`src/rtl/lsu_pkg.sv`:
```
// Shared definitions for the memory-stage load/store unit: access-size
// encodings, FSM state type, byte-enable patterns and small decode helpers.
package lsu_pkg;

    localparam int LANE_WIDTH = 32;

    // Access size/sign encodings carried on funct3.
    localparam logic [2:0] F3_B  = 3'b000;
    localparam logic [2:0] F3_H  = 3'b001;
    localparam logic [2:0] F3_W  = 3'b010;
    localparam logic [2:0] F3_BU = 3'b100;
    localparam logic [2:0] F3_HU = 3'b101;

    // Byte-enable patterns before shifting to the addressed lane.
    localparam logic [3:0] BE_B = 4'b0001;
    localparam logic [3:0] BE_H = 4'b0011;
    localparam logic [3:0] BE_W = 4'b1111;

    typedef enum logic [1:0] {
        IDLE = 2'd0,
        REQ  = 2'd1,
        WAIT = 2'd2,
        RESP = 2'd3
    } lsu_state_t;

    typedef enum logic [1:0] {
        SZ_B = 2'd0,
        SZ_H = 2'd1,
        SZ_W = 2'd2
    } lsu_size_t;

    // Only the low two funct3 bits select the size; the unused encodings
    // (011/110/111) fall into the word case.
    function automatic lsu_size_t f3_size(input logic [1:0] f3_lo);
        case (f3_lo)
            2'b00:   return SZ_B;
            2'b01:   return SZ_H;
            default: return SZ_W;
        endcase
    endfunction

    function automatic logic is_misaligned(input lsu_size_t sz, input logic [1:0] off);
        case (sz)
            SZ_B:    return 1'b0;
            SZ_H:    return off[0];
            default: return off != 2'b00;
        endcase
    endfunction

endpackage

```
`src/rtl/lsu_m_load_extend.sv`:
```
// Selects the addressed byte/half from a read word and sign- or
// zero-extends it; words pass through unchanged.
module load_extend
    import lsu_pkg::*;
(
    input  logic [LANE_WIDTH-1:0] rdata_i,
    input  logic [1:0]            off_i,
    input  logic [2:0]            funct3_i,
    output logic [LANE_WIDTH-1:0] data_o
);

    logic [LANE_WIDTH-1:0] shifted;
    logic                  zero_ext;

    // Align the addressed lane to bit 0, then extend according to size/sign.
    always_comb begin
        shifted  = rdata_i >> {off_i, 3'b000};
        zero_ext = funct3_i[2];
        case (f3_size(funct3_i[1:0]))
            SZ_B:    data_o = {{24{~zero_ext & shifted[7]}}, shifted[7:0]};
            SZ_H:    data_o = {{16{~zero_ext & shifted[15]}}, shifted[15:0]};
            default: data_o = rdata_i;
        endcase
    end

endmodule

```
`src/rtl/lsu_m.sv`:
```
// Memory-stage load/store unit. Launches one request/grant/response access
// per aligned load or store, stalls the pipeline until it completes, and
// flags misaligned accesses instead of issuing them. Lane logic is 32-bit
// only; DATA_WIDTH must stay at 32.
module lsu_m
    import lsu_pkg::*;
#(
    parameter int DATA_WIDTH     = 32,
    parameter int MEM_ADDR_WIDTH = 32,
    parameter int FUNCT3_WIDTH   = 3
) (
    input  logic                      CLK,
    input  logic                      RST,
    input  logic                      MemReadM,
    input  logic                      MemWriteM,
    input  logic [MEM_ADDR_WIDTH-1:0] ALUResultM,
    input  logic [DATA_WIDTH-1:0]     WriteDataM,
    input  logic [FUNCT3_WIDTH-1:0]   funct3M,
    output logic                      mem_req,
    output logic                      mem_we,
    output logic [MEM_ADDR_WIDTH-1:0] mem_addr,
    output logic [3:0]                mem_be,
    output logic [DATA_WIDTH-1:0]     mem_wdata,
    input  logic                      mem_gnt,
    input  logic                      mem_rvalid,
    input  logic [DATA_WIDTH-1:0]     mem_rdata,
    output logic                      StallM,
    output logic [DATA_WIDTH-1:0]     ReadDataM,
    output logic                      MisalignM
);

    lsu_state_t state_q, state_d;

    logic                      access;
    logic [1:0]                off_in;
    lsu_size_t                 size_in;
    logic                      mis_in;
    logic [3:0]                be_in;
    logic [DATA_WIDTH-1:0]     wdata_in;
    logic                      start;
    logic                      load_done;

    logic                      we_q;
    logic [MEM_ADDR_WIDTH-1:0] addr_q;
    logic [3:0]                be_q;
    logic [DATA_WIDTH-1:0]     wdata_q;
    logic [2:0]                f3_q;
    logic [1:0]                off_q;
    logic [DATA_WIDTH-1:0]     rdata_q;
    logic [DATA_WIDTH-1:0]     load_ext;

    assign access  = MemReadM | MemWriteM;
    assign off_in  = ALUResultM[1:0];
    assign size_in = f3_size(funct3M[1:0]);
    assign mis_in  = is_misaligned(size_in, off_in);

    // Byte enables and lane-replicated store data for the incoming access.
    always_comb begin
        be_in    = BE_W;
        wdata_in = WriteDataM;
        case (size_in)
            SZ_B: begin
                be_in    = BE_B << off_in;
                wdata_in = {4{WriteDataM[7:0]}};
            end
            SZ_H: begin
                be_in    = BE_H << off_in;
                wdata_in = {2{WriteDataM[15:0]}};
            end
            default: ;
        endcase
    end

    // State register.
    always_ff @(posedge CLK or posedge RST) begin
        if (RST) state_q <= IDLE;
        else     state_q <= state_d;
    end

    // Next state plus the handshake/stall outputs. RESP is a deliberate
    // non-stalling cycle so the pipeline advances before the next access.
    always_comb begin
        state_d   = state_q;
        StallM    = 1'b0;
        MisalignM = 1'b0;
        mem_req   = 1'b0;
        start     = 1'b0;
        load_done = 1'b0;
        case (state_q)
            IDLE: begin
                if (access) begin
                    if (mis_in) begin
                        MisalignM = 1'b1;
                    end else begin
                        StallM  = 1'b1;
                        start   = 1'b1;
                        state_d = REQ;
                    end
                end
            end
            REQ: begin
                mem_req = 1'b1;
                StallM  = 1'b1;
                if (mem_gnt) state_d = we_q ? RESP : WAIT;
            end
            WAIT: begin
                StallM = 1'b1;
                if (mem_rvalid) begin
                    load_done = 1'b1;
                    state_d   = RESP;
                end
            end
            RESP:    state_d = IDLE;
            default: state_d = IDLE;
        endcase
    end

    // Holding registers keep request fields stable for the whole REQ phase.
    always_ff @(posedge CLK or posedge RST) begin
        if (RST) begin
            we_q    <= 1'b0;
            addr_q  <= '0;
            be_q    <= 4'b0000;
            wdata_q <= '0;
            f3_q    <= 3'b000;
            off_q   <= 2'b00;
        end else if (start) begin
            we_q    <= MemWriteM;
            addr_q  <= {ALUResultM[MEM_ADDR_WIDTH-1:2], 2'b00};
            be_q    <= be_in;
            wdata_q <= wdata_in;
            f3_q    <= funct3M[2:0];
            off_q   <= off_in;
        end
    end

    load_extend u_load_extend (
        .rdata_i  (mem_rdata),
        .off_i    (off_q),
        .funct3_i (f3_q),
        .data_o   (load_ext)
    );

    // Load result register; only a completed load updates it.
    always_ff @(posedge CLK or posedge RST) begin
        if (RST)            rdata_q <= '0;
        else if (load_done) rdata_q <= load_ext;
    end

    assign mem_we    = we_q;
    assign mem_addr  = addr_q;
    assign mem_be    = be_q;
    assign mem_wdata = wdata_q;
    assign ReadDataM = rdata_q;

endmodule
```
`config.mk`:
```
export PLATFORM = sky130hd
export DESIGN_NAME = lsu_m
export DESIGN_NICKNAME = d
export VERILOG_FILES = /design/src/rtl/lsu_pkg.sv /design/src/rtl/lsu_m_load_extend.sv /design/src/rtl/lsu_m.sv
export SDC_FILE = /design/constraint.sdc
export NUM_CORES = 1
export LEC_CHECK = 0
export ABC_AREA = 0
export ABC_CLOCK_PERIOD_IN_PS = 4200
export BUFFER_PORTS_ARGS = -buffer_cell sky130_fd_sc_hd__buf_2
export CAP_MARGIN = 20
export CORE_MARGIN = 10
export CORE_UTILIZATION = 48
export DETAILED_ROUTE_END_ITERATION = 10
export PLACE_DENSITY = 0.85
export SLEW_MARGIN = 25
export SYNTH_ARGS = -nofsm -noshare
export SYNTH_HDL_FRONTEND = slang
export SYNTH_SLANG_ARGS = --single-unit
```
`constraint.sdc`:
```
create_clock -name CLK -period 4.2 [get_ports CLK]
set_input_delay 0.84 -clock CLK [delete_from_list [all_inputs] [get_ports CLK]]
set_output_delay 0.84 -clock CLK [all_outputs]
set_load 0.005 [all_outputs]
```
==> impl_summary.log, run 1 <==
[metrics] run status: complete, no violations
[metrics] Area growth, synth to finish: 24.8%
[metrics] r2r setup slk: 1.71 ns
[metrics] routability congestion estimate: 0.900
[metrics] Hold Path Origin: mem_addr[31]
[metrics] total power divided by cell area: 676 mW/mm²
[metrics] synthesis-stage register bit count: 106
[metrics] crit share post-route: 65.6%
[metrics] number of antenna violations at the first check in global routing: 0
[metrics] clock sink total: 106
[metrics] HPWL after detailed placement: 12.3 mm
[metrics] top flip-flop cell by instance count after synthesis: dfrtp_1
[metrics] deepest clock path buffer count: 2
[metrics] cell type with the largest total area after synthesis: dfrtp_1
[metrics] Finished Cell Area: 0.00633 mm²
[metrics] largest net degree at the start of global routing: 53
[metrics] synth warn: 0
[metrics] setup fix buffers added after clock tree synthesis: 0
[metrics] class of the worst hold path: reg -> reg
[metrics] proportion of synthesized area in mux cells: 5.58%
[metrics] detailed-route wire length: 16.1 mm
[metrics] total count of hold-check failures in the final report: 0
[metrics] post-detailed-route count of antenna-violating nets: 0
[metrics] placeable core region: 0.0103 mm²
[metrics] CTS root buf: clkbuf_8
[metrics] largest family of logic cells by synthesized area: simple AND/OR/NAND/NOR gates
[metrics] number of violations of the max-capacitance limit: 0
[metrics] clock buffer count from CTS: 9
[metrics] share of synthesized cell area in full adder, half adder and majority cells: 1.23%
[metrics] worst reg2reg startpoint: state_q[0]
[metrics] number of synthesized flops with an enable pin: 0
[metrics] final setup vio count: 0
[metrics] Post-Synth XOR/XNOR Area: 0.346%
[metrics] post-synthesis share of cell area spent on and, or, nand and nor gates: 21.9%
[metrics] setup repair after global routing missed its margin: false
[metrics] Tmin final: 2.75 ns
[metrics] # diodes: 0
[metrics] placed inst area: 0.00612 mm²
[metrics] most area-consuming cells after synthesis: dfrtp_1 52%, nand2_1 13%, mux2i_1 5.1%, nand3_1 3.4%, a21oi_1 2.8%
[metrics] largest fanout of any net on the critical path: 32
[metrics] proportion of netlist area held by the largest area contributor: 52.3%
[metrics] Post-Syn Area per Cell: 8.94 µm²
[metrics] post-synthesis instance area: 0.00507 mm²
[metrics] effective utilization at floorplan: 49.1%
[metrics] clock tree from TritonCTS: built
[metrics] overall fraction of global-route tracks in use: 20.8%
[metrics] highest achievable clock rate: 363 MHz
[metrics] slew of the pin with the lowest slew margin: 0.944 ns
[metrics] number of buffers inserted by port buffering: 206
[metrics] number of gates resized after CTS: 0
[metrics] Relative slew margins: 37.1%
[metrics] htree depth: 3
[metrics] layout net count: 860
[metrics] global-route congestion overflow total: 0
[metrics] I/O pin count: 209
[metrics] endpoint class of the critical path: output pin
[metrics] cts-stage hold buffer count: 0
[metrics] Setup crit start: funct3M[1]
[metrics] die outline width: 123 µm
[metrics] leakage power: 3.36 nW
[metrics] wire length of the first global-routing pass: 25.0 mm
[metrics] number of iterations in the first detailed-routing pass: 8
[metrics] Placement Rows: 37
[metrics] total die area: 0.0151 mm²
[metrics] final number of max-transition violations: 0
[metrics] Die Ht: 123 µm
[metrics] FILL cells: 923
[metrics] sequential-to-total area share from yosys stat: 52.3%
[metrics] clock tree skew after final layout: 0.0109 ns
[metrics] mean number of vias per cell: 5.49
[metrics] synth unique cells: 45
[metrics] CP required: 3.36 ns
[metrics] fraction of synthesis flops using an asynchronous set or reset pin: 100%
[metrics] sequential cell area: 0.00265 mm²
[metrics] area used by multi-input combinational logic: 0.00219 mm²
[metrics] total negative slack: 0 ns
[metrics] complex-gate fraction of the synthesized area: 13.7%
[metrics] Iteration-0 DRC Markers: 459
[metrics] type of origin of the critical path: input port
[metrics] fraction of layout instances using a drive strength above 1: 32.3%
[metrics] via count of the first global-routing pass: 4953
[metrics] Post-Synthesis Cells: 567
[metrics] later-pin clock latency in the skew report: 0.37 ns
[metrics] CTS clock-pin slew for the worst setup and hold paths: 0.10 ns
[metrics] DRC Markers: 0
[metrics] critical setup path kind: in -> out
[metrics] maximum VDD drop: 0.317 mV
[metrics] arrival time worst endpoint: 1.91 ns
[metrics] number of vias after detailed routing: 4895
[metrics] routed length per instance: 18.1 µm
cell families (layout without fill, tap and decap cells):
family / after synthesis / count (layout)
buffers and inverters: 48 / 235
AOI/OAI and AO/OA: 111 / 111
adders and majority gates: 5 / 5
other: 1 / 2
xor gates and xnor gates: 2 / 2
muxes: 28 / 28
DFF: 106 / 106
and+or+nand+nor: 266 / 266
where the power goes:
part / total, W / switching, W / leakage, nW / internal (W)
Clock: 0.000643 / 0.000350 / 0.106 / 0.000293
Sequential: 0.00183 / 0.000343 / 1.30 / 0.00148
Combinational: 0.00180 / 0.000999 / 1.95 / 0.000805
synthesized netlist by cell type (2+ instances only):
master	count
buf_2	18
o21ai_1	23
nor3_1	2
ha_1	5
nor2_1	35
nand3_1	34
mux2i_1	26
a2bb2oi_1	6
mux2_2	2
o22ai_1	7
clkbuf_1	15
o21a_1	2
buf_4	4
xnor2_1	2
buf_6	3
buf_1	2
inv_1	5
nand3b_1	7
a21oi_1	28
nand2b_1	2
nand2_1	178
o211ai_1	17
dfrtp_1	106
o21ai_0	17
sequential cells by signal (all words and copies together), names as in the netlist:
register   count
ReadDataM     32
f3_q           3
mem_addr      30
mem_be         4
mem_wdata     32
mem_we         1
off_q          2
state_q        2
worst max-delay path, cell delays in order:
cell and delay, ns:
buf_2 0.45, o21a_1 0.31, nor3_4 0.05, nor2_1 0.10, nor2_1 0.05, buf_2 0.12
path summary, 6_finish.rpt:
| path | to | cells past startpoint |
|---|---|---|
| max | StallM | 6 |
| min | mem_addr[31] | 2 |
| max reg2reg | mem_wdata[18] | 7 |
| min reg2reg | mem_addr[31] | 2 |
| max in group asynchronous | ReadDataM[19] | 3 |
| min in group asynchronous | mem_addr[19] | 2 |
cell type report:
cell class                      instances  share of cell area [%]
Timing Repair Buffer                  213                    17.1
Inverter                                6                   0.395
Multi-Input combinational cell        414                    34.6
Sequential cell                       106                    41.9
Clock inverter                          6                    1.05
Clock buffer                           10                    2.18
Tap cell                              136                    2.69
layout by cell type (no fill, tap or decap), drive strengths merged, types with 6 or more instances in the layout:
master,count
a21oi,28
o21ai,41
buf,213
clkbuf,10
nand3,34
a2bb2oi,6
nand2,178
clkinv,6
mux2i,26
nor2,35
o22ai,7
nand3b,7
o211ai,18
dfrtp,106
through the flow:
stage               setup WS, ns  hold WS (ns)  total power [W]  utilization [%]  std cells
global placement            1.34         0.455          0.00356             59.3        875
finish                      1.45         0.482          0.00428             61.3        891
global route                1.30         0.509          0.00463             61.3        891
detailed placement          1.28         0.458          0.00367             59.3        875
floorplan                  0.571         0.447          0.00283                -        568
CTS                         1.46         0.483          0.00432             61.2        891
routing by layer:
| layer | GRT usage, % | up-vias | wire length (µm) |
|---|---|---|---|
| li1 | - | 2274 | - |
| met1 | 24.4 | 2315 | 6150 |
| met2 | 34.1 | 278 | 7850 |
| met3 | 7.58 | 28 | 1830 |
| met4 | 7.88 | 0 | 280 |
| met5 | 0 | - | 0 |
Note: power is estimated with default switching activity, not from simulation.
==> run 2, diff against run 1 <==
--- a/config.mk
+++ b/config.mk
@@ -6,13 +6,13 @@
 export NUM_CORES = 1
 export LEC_CHECK = 0
 export ABC_AREA = 0
-export ABC_CLOCK_PERIOD_IN_PS = 4200
+export ABC_CLOCK_PERIOD_IN_PS = 2300
 export BUFFER_PORTS_ARGS = -buffer_cell sky130_fd_sc_hd__buf_2
 export CAP_MARGIN = 20
 export CORE_MARGIN = 10
-export CORE_UTILIZATION = 48
+export CORE_UTILIZATION = 44
 export DETAILED_ROUTE_END_ITERATION = 10
-export PLACE_DENSITY = 0.85
+export PLACE_DENSITY = 0.82
 export SLEW_MARGIN = 25
 export SYNTH_ARGS = -nofsm -noshare
 export SYNTH_HDL_FRONTEND = slang
==> constraint.sdc (replaced) <==
create_clock -name CLK -period 2.3 [get_ports CLK]
set_input_delay 0.46 -clock CLK [delete_from_list [all_inputs] [get_ports CLK]]
set_output_delay 0.46 -clock CLK [all_outputs]
set_load 0.005 [all_outputs]
==> impl_summary.log, run 2 (synthesis gave the netlist of run 1 again) <==
[metrics] run status: complete, no violations
[metrics] maximum VDD drop: 0.726 mV
[metrics] total power divided by cell area: 1260 mW/mm²
[metrics] deepest clock path buffer count: 2
[metrics] DRC Markers: 0
[metrics] highest achievable clock rate: 458 MHz
[metrics] later-pin clock latency in the skew report: 0.35 ns
[metrics] Tmin final: 2.18 ns
[metrics] r2r setup slk: 0.23 ns
[metrics] die outline width: 127 µm
[metrics] Placement Rows: 39
[metrics] Area growth, synth to finish: 29.0%
[metrics] wire length of the first global-routing pass: 25.6 mm
[metrics] number of buffers inserted by port buffering: 206
[metrics] most common cell after layout, fill and taps aside: buf_2
[metrics] HPWL after detailed placement: 11.8 mm
[metrics] non-filler instance count after layout: 907
[metrics] mean number of vias per cell: 5.22
[metrics] overall fraction of global-route tracks in use: 19.2%
[metrics] layout net count: 869
[metrics] critical setup path kind: reg -> out
[metrics] routability congestion estimate: 0.855
[metrics] placeable core region: 0.0114 mm²
[metrics] total count of hold-check failures in the final report: 0
[metrics] clock sink total: 106
[metrics] I/O pin count: 209
[metrics] post-detailed-route count of antenna-violating nets: 0
[metrics] Die Ht: 127 µm
[metrics] post-route core utilization: 57.5%
[metrics] htree depth: 3
[metrics] type of origin of the critical path: flop
[metrics] fraction of layout instances using a drive strength above 1: 33.0%
[metrics] endpoint class of the critical path: output pin
[metrics] CP required: 1.84 ns
[metrics] final number of max-transition violations: 0
[metrics] clock tree skew after final layout: 0.00594 ns
[metrics] arrival time worst endpoint: 1.72 ns
[metrics] number of iterations in the first detailed-routing pass: 5
[metrics] number of violations of the max-capacitance limit: 0
[metrics] # diodes: 0
[metrics] slew of the pin with the lowest slew margin: 0.658 ns
[metrics] global-route congestion overflow total: 0
[metrics] CTS root buf: clkbuf_16
[metrics] class of the worst hold path: in -> async
[metrics] detailed-route wire length: 15.8 mm
[metrics] Relative slew margins: 56.1%
[metrics] via count of the first global-routing pass: 5017
[metrics] number of vias after detailed routing: 4735
[metrics] leakage power: 3.46 nW
[metrics] clock tree from TritonCTS: built
[metrics] number of antenna violations at the first check in global routing: 0
[metrics] most frequent cells in the layout: 206 x buf_2, 178 x nand2_1, 106 x dfrtp_1
[metrics] FILL cells: 1052
[metrics] clock buffer count from CTS: 9
[metrics] final setup vio count: 0
[metrics] cell count after placement: 890
[metrics] effective utilization at floorplan: 44.6%
[metrics] routed length per instance: 17.4 µm
[metrics] Iteration-0 DRC Markers: 381
[metrics] crit share post-route: 95.0%
[metrics] CTS clock-pin slew for the worst setup and hold paths: 0.07 ns
[metrics] largest net degree at the start of global routing: 107
[metrics] largest fanout of any net on the critical path: 10
[metrics] total die area: 0.0162 mm²
-- run 2: changes by cell type in the layout (fill, tap and decap cells not counted), sizes merged --
cell      delta
clkinvlp     +2
buf          +9
clkinv       -2
-- run 2: power by group --
group          total (W)  leakage [nW]  switching [W]  internal (W)
sequential       0.00325          1.30       0.000531       0.00272
combinational    0.00342          2.00        0.00189       0.00153
clock            0.00158         0.149       0.000708      0.000876
total            0.00825          3.46        0.00313       0.00512
-- run 2: path summary, 6_finish.rpt --
path | cells after the start | start | endpoint
max | 7 | state_q[1] | StallM
min | 3 | RST | mem_be[3]
max reg2reg | 7 | state_q[1] | mem_wdata[18]
min reg2reg | 2 | mem_addr[28] | mem_addr[28]
max in group asynchronous | 3 | RST | mem_addr[3]
min in group CLK | 3 | ALUResultM[18] | mem_addr[18]
-- run 2: area by class of cell --
type / count / area, µm² / area share, %
sequential: 106 / 2650 / 40.6
multi-input combinational: 414 / 2190 / 33.5
timing repair buffer: 222 / 1190 / 18.2
clock buffer: 10 / 239 / 3.66
tap: 143 / 179 / 2.74
clock inverter: 6 / 65.1 / 0.995
inverter: 6 / 26.3 / 0.402
-- run 2: per-stage QoR --
stage                     TNS (ns)  instance area, µm²  power [W]  setup slack [ns]  hold slack (ns)
after floorplan                  0                5080    0.00517             0.328            0.447
after global placement           0                6230    0.00660             0.316            0.452
final                            0                6540    0.00825             0.116            0.250
after CTS                        0                6530    0.00833            0.0137            0.281
after detailed placement         0                6230    0.00672             0.241            0.456
after global routing       -0.0128                6540    0.00893           -0.0128            0.294
-- run 2: critical path: stages (launching register included) --
cell     delay (ns)
dfrtp_1        0.42
inv_1          0.12
ha_1           0.20
o21ai_2        0.15
nor3_4         0.22
nor2_1         0.07
nor2_1         0.08
buf_2          0.12
-- run 2: repair_timing --
action | in CTS | in global routing
pin swaps | 1 | 1
endpoints found under the setup margin | 1 | 1
hold buffers | 0 | 0
setup buffers | 0 | 1
resized for setup | 0 | 1
-- run 2: routing by layer --
metal,share of wire (%),track usage [%],vias up,wire (µm)
met5,0,0,-,0
met4,2.3,7.90,0,357
met3,11,7.53,25,1710
met2,47,30.0,209,7390
met1,40,23.2,2219,6290
li1,-,-,2282,-
==> run 3, diff against run 2 <==
--- a/config.mk
+++ b/config.mk
@@ -5,14 +5,14 @@
 export SDC_FILE = /design/constraint.sdc
 export NUM_CORES = 1
 export LEC_CHECK = 0
-export ABC_AREA = 0
-export ABC_CLOCK_PERIOD_IN_PS = 2300
+export ABC_AREA = 1
+export ABC_CLOCK_PERIOD_IN_PS = 2850
 export BUFFER_PORTS_ARGS = -buffer_cell sky130_fd_sc_hd__buf_2
 export CAP_MARGIN = 20
 export CORE_MARGIN = 10
-export CORE_UTILIZATION = 44
+export CORE_UTILIZATION = 50
 export DETAILED_ROUTE_END_ITERATION = 10
-export PLACE_DENSITY = 0.82
+export PLACE_DENSITY = 0.87
 export SLEW_MARGIN = 25
 export SYNTH_ARGS = -nofsm -noshare
 export SYNTH_HDL_FRONTEND = slang
==> constraint.sdc (replaced) <==
create_clock -name CLK -period 2.85 [get_ports CLK]
set_input_delay 0.57 -clock CLK [delete_from_list [all_inputs] [get_ports CLK]]
set_output_delay 0.57 -clock CLK [all_outputs]
set_load 0.005 [all_outputs]
==> impl_summary.log, run 3 <==
[metrics] endpoint class of the critical path: output pin
[metrics] CTS root buf: clkbuf_8
[metrics] combinational share of power: 45.2%
[metrics] r2r endpoint: ReadDataM[13]
[metrics] setup repair after global routing missed its margin: false
[metrics] CP required: 2.28 ns
[metrics] leakage power: 3.83 nW
[metrics] clock group share of total power: 15.1%
[metrics] highest achievable clock rate: 438 MHz
[metrics] most common cell after layout, fill and taps aside: nand2_1
[metrics] top post-synthesis cells by count: 287 x nand2_1, 106 x dfrtp_1, 62 x o21ai_0, 61 x inv_1, 49 x a21oi_1
[metrics] largest fanout of any net on the critical path: 5
[metrics] deepest clock path buffer count: 2
[metrics] die outline width: 124 µm
[metrics] CTS clock-pin slew for the worst setup and hold paths: 0.11 ns
[metrics] fraction of layout instances using a drive strength above 1: 30.3%
[metrics] proportion of netlist area held by the largest area contributor: 49.2%
[metrics] sequential cell area: 0.00265 mm²
[metrics] slew of the pin with the lowest slew margin: 0.768 ns
[metrics] I/O pin count: 209
[metrics] htree depth: 3
[metrics] effective utilization at floorplan: 51.8%
[metrics] total die area: 0.0153 mm²
[metrics] number of iterations in the first detailed-routing pass: 7
[metrics] cts-stage hold buffer count: 0
[metrics] clock tree from TritonCTS: built
[metrics] worst reg2reg startpoint: state_q[0]
[metrics] final setup vio count: 0
[metrics] Placement Rows: 37
[metrics] post-synthesis instance area: 0.00539 mm²
[metrics] Relative slew margins: 48.7%
[metrics] type of origin of the critical path: flop
[metrics] top flip-flop cell by instance count after synthesis: dfrtp_1
[metrics] final number of max-transition violations: 0
[metrics] number of violations of the max-capacitance limit: 0
[metrics] P_sw: 0.00279 W
[metrics] layout net count: 1003
[metrics] Area growth, synth to finish: 23.9%
[metrics] run status: complete, no violations
[metrics] FILL cells: 982
[metrics] maximum VDD drop: 0.493 mV
[metrics] HPWL after detailed placement: 12.0 mm
[metrics] clock sink total: 106
[metrics] non-filler instance count after layout: 1035
[metrics] clock tree skew after final layout: 0.0196 ns
[metrics] switching part of the total: 41.7%
[metrics] r2r setup slk: 0.84 ns
[metrics] number of synthesized flops with an enable pin: 0
[metrics] most frequent cells in the layout: 287 x nand2_1, 206 x buf_2, 106 x dfrtp_1
[metrics] synth unique cells: 28
[metrics] setup fix buffers added after clock tree synthesis: 0
[metrics] depth of the most critical reg-to-reg path: 7
[metrics] largest net degree at the start of global routing: 107
[metrics] routability congestion estimate: 0.869
[metrics] class of the worst hold path: in -> async
[metrics] Post-Syn Area per Cell: 7.66 µm²
[metrics] Post-Synthesis Cells: 704
[metrics] total count of hold-check failures in the final report: 0
[metrics] cell count after placement: 1018
[metrics] global-route congestion overflow total: 0
[metrics] fraction of synthesis flops using an asynchronous set or reset pin: 100%
[metrics] area used by multi-input combinational logic: 0.00226 mm²
[metrics] via count of the first global-routing pass: 5252
[metrics] cell type with the largest total area after synthesis: dfrtp_1
[metrics] number of antenna violations at the first check in global routing: 1
[metrics] total negative slack: 0 ns
[metrics] Tmin final: 2.28 ns
[metrics] DRC Markers: 0
[metrics] clock buffer count from CTS: 9
[metrics] critical setup path kind: reg -> out
[metrics] synthesis-stage register bit count: 106
[metrics] number of vias after detailed routing: 5191
[metrics] number of gates resized after CTS: 0
[metrics] internal power contribution: 0.00390 W
[metrics] crit share post-route: 80.2%
[metrics] detailed-route wire length: 15.9 mm
[metrics] overall fraction of global-route tracks in use: 20.5%
[metrics] later-pin clock latency in the skew report: 0.37 ns
[metrics] mean number of vias per cell: 5.02
[metrics] placeable core region: 0.0104 mm²
[metrics] total power divided by cell area: 1000 mW/mm²
[metrics] number of buffers inserted by port buffering: 206
[metrics] most used standard cell by instance count after synthesis: nand2_1
[metrics] synth warn: 0
[metrics] arrival time worst endpoint: 1.71 ns
[metrics] Iteration-0 DRC Markers: 511
[metrics] routed length per instance: 15.3 µm
[metrics] sequential-to-total area share from yosys stat: 49.2%
[metrics] wire length of the first global-routing pass: 25.3 mm
[metrics] Die Ht: 124 µm
[metrics] most area-consuming cells after synthesis: dfrtp_1 49%, nand2_1 20%, o21ai_0 5.8%, a21oi_1 4.5%, inv_1 4.2%
[metrics] post-detailed-route count of antenna-violating nets: 0
[metrics] portion of total power attributed to sequential cells: 39.7%
run 3: cell count changes in the layout (fill, tap and decap cells not counted), sizes merged, moves of 7 or more:
cell | before | now
a21oi | 28 | 58
buf | 222 | 215
inv | 5 | 68
mux2i | 26 | 0
nand2 | 178 | 291
nor2 | 35 | 18
o211ai | 18 | 0
o21ai | 41 | 64
or2 | 1 | 17
run 3: final cells by class:
class	instances	area share, %
antenna	1	0.0375
clock buffer	9	1.85
clock inverter	7	1.42
inverter	67	3.86
multi-input combinational	494	33.8
sequential	106	39.7
tap	136	2.55
timing repair buffer	215	16.8
run 3: metal layers:
layer	up-vias	share of wire, %	GRT usage (%)	wire [µm]
li1	2561	-	-	-
met1	2381	39	24.2	6240
met2	231	47	33.8	7470
met3	18	12	7.78	1910
met4	0	1.5	6.84	235
met5	-	0	0	0
run 3: how the worst max path moves through the flow:
| stage | startpoint | endpoint | slack, ns | cells after the start |
|---|---|---|---|---|
| 2_1_floorplan | funct3M[1] | StallM | 0.92 | 7 |
| 3_3_place_gp | MemWriteM | mem_wdata[30] | 0.76 | 7 |
| 3_5_place_dp | MemWriteM | mem_wdata[14] | 0.72 | 7 |
| 4_1_cts | state_q[0] | StallM | 0.55 | 7 |
| 5_1_grt | state_q[0] | StallM | 0.39 | 7 |
| 6_report | state_q[0] | StallM | 0.57 | 7 |
run 3: stage by stage:
step	total power, W	instance area (µm²)	hold WS [ns]	setup slack [ns]	util, %
final	0.00670	6680	0.325	0.566	64.1
after global routing	0.00733	6680	0.382	0.394	64.1
after CTS	0.00678	6680	0.370	0.549	64.1
after detailed placement	0.00576	6460	0.454	0.716	62.0
after global placement	0.00562	6460	0.449	0.757	62.0
after floorplan	0.00452	5400	0.465	0.925	-
run 3: critical path: stages (launching register included):
cell	delay (ns)
dfrtp_1	0.44
inv_1	0.14
ha_1	0.20
nand2_1	0.12
a21oi_4	0.17
nor2_1	0.06
nor2_1	0.09
buf_2	0.13
run 3: cell families after synthesis:
logic type / count (synthesis) / share of synthesized area [%]
AND/OR/NAND/NOR: 364 / 28.3
AO/OA/AOI/OAI: 123 / 12.1
flip-flops: 106 / 49.2
buffers and inverters: 105 / 9.19
adder cells (fa/ha/maj): 5 / 1.16
other: 1 / 0.0695
run 3: power groups by stage:
stage	Combinational, W	Sequential (W)	Clock, W
2_1_floorplan	0.00186	0.00266	0
3_3_place_gp	0.00298	0.00265	0
3_5_place_dp	0.00309	0.00266	0
4_1_cts	0.00309	0.00265	0.00104
5_1_grt	0.00349	0.00275	0.00109
6_report	0.00303	0.00266	0.00101
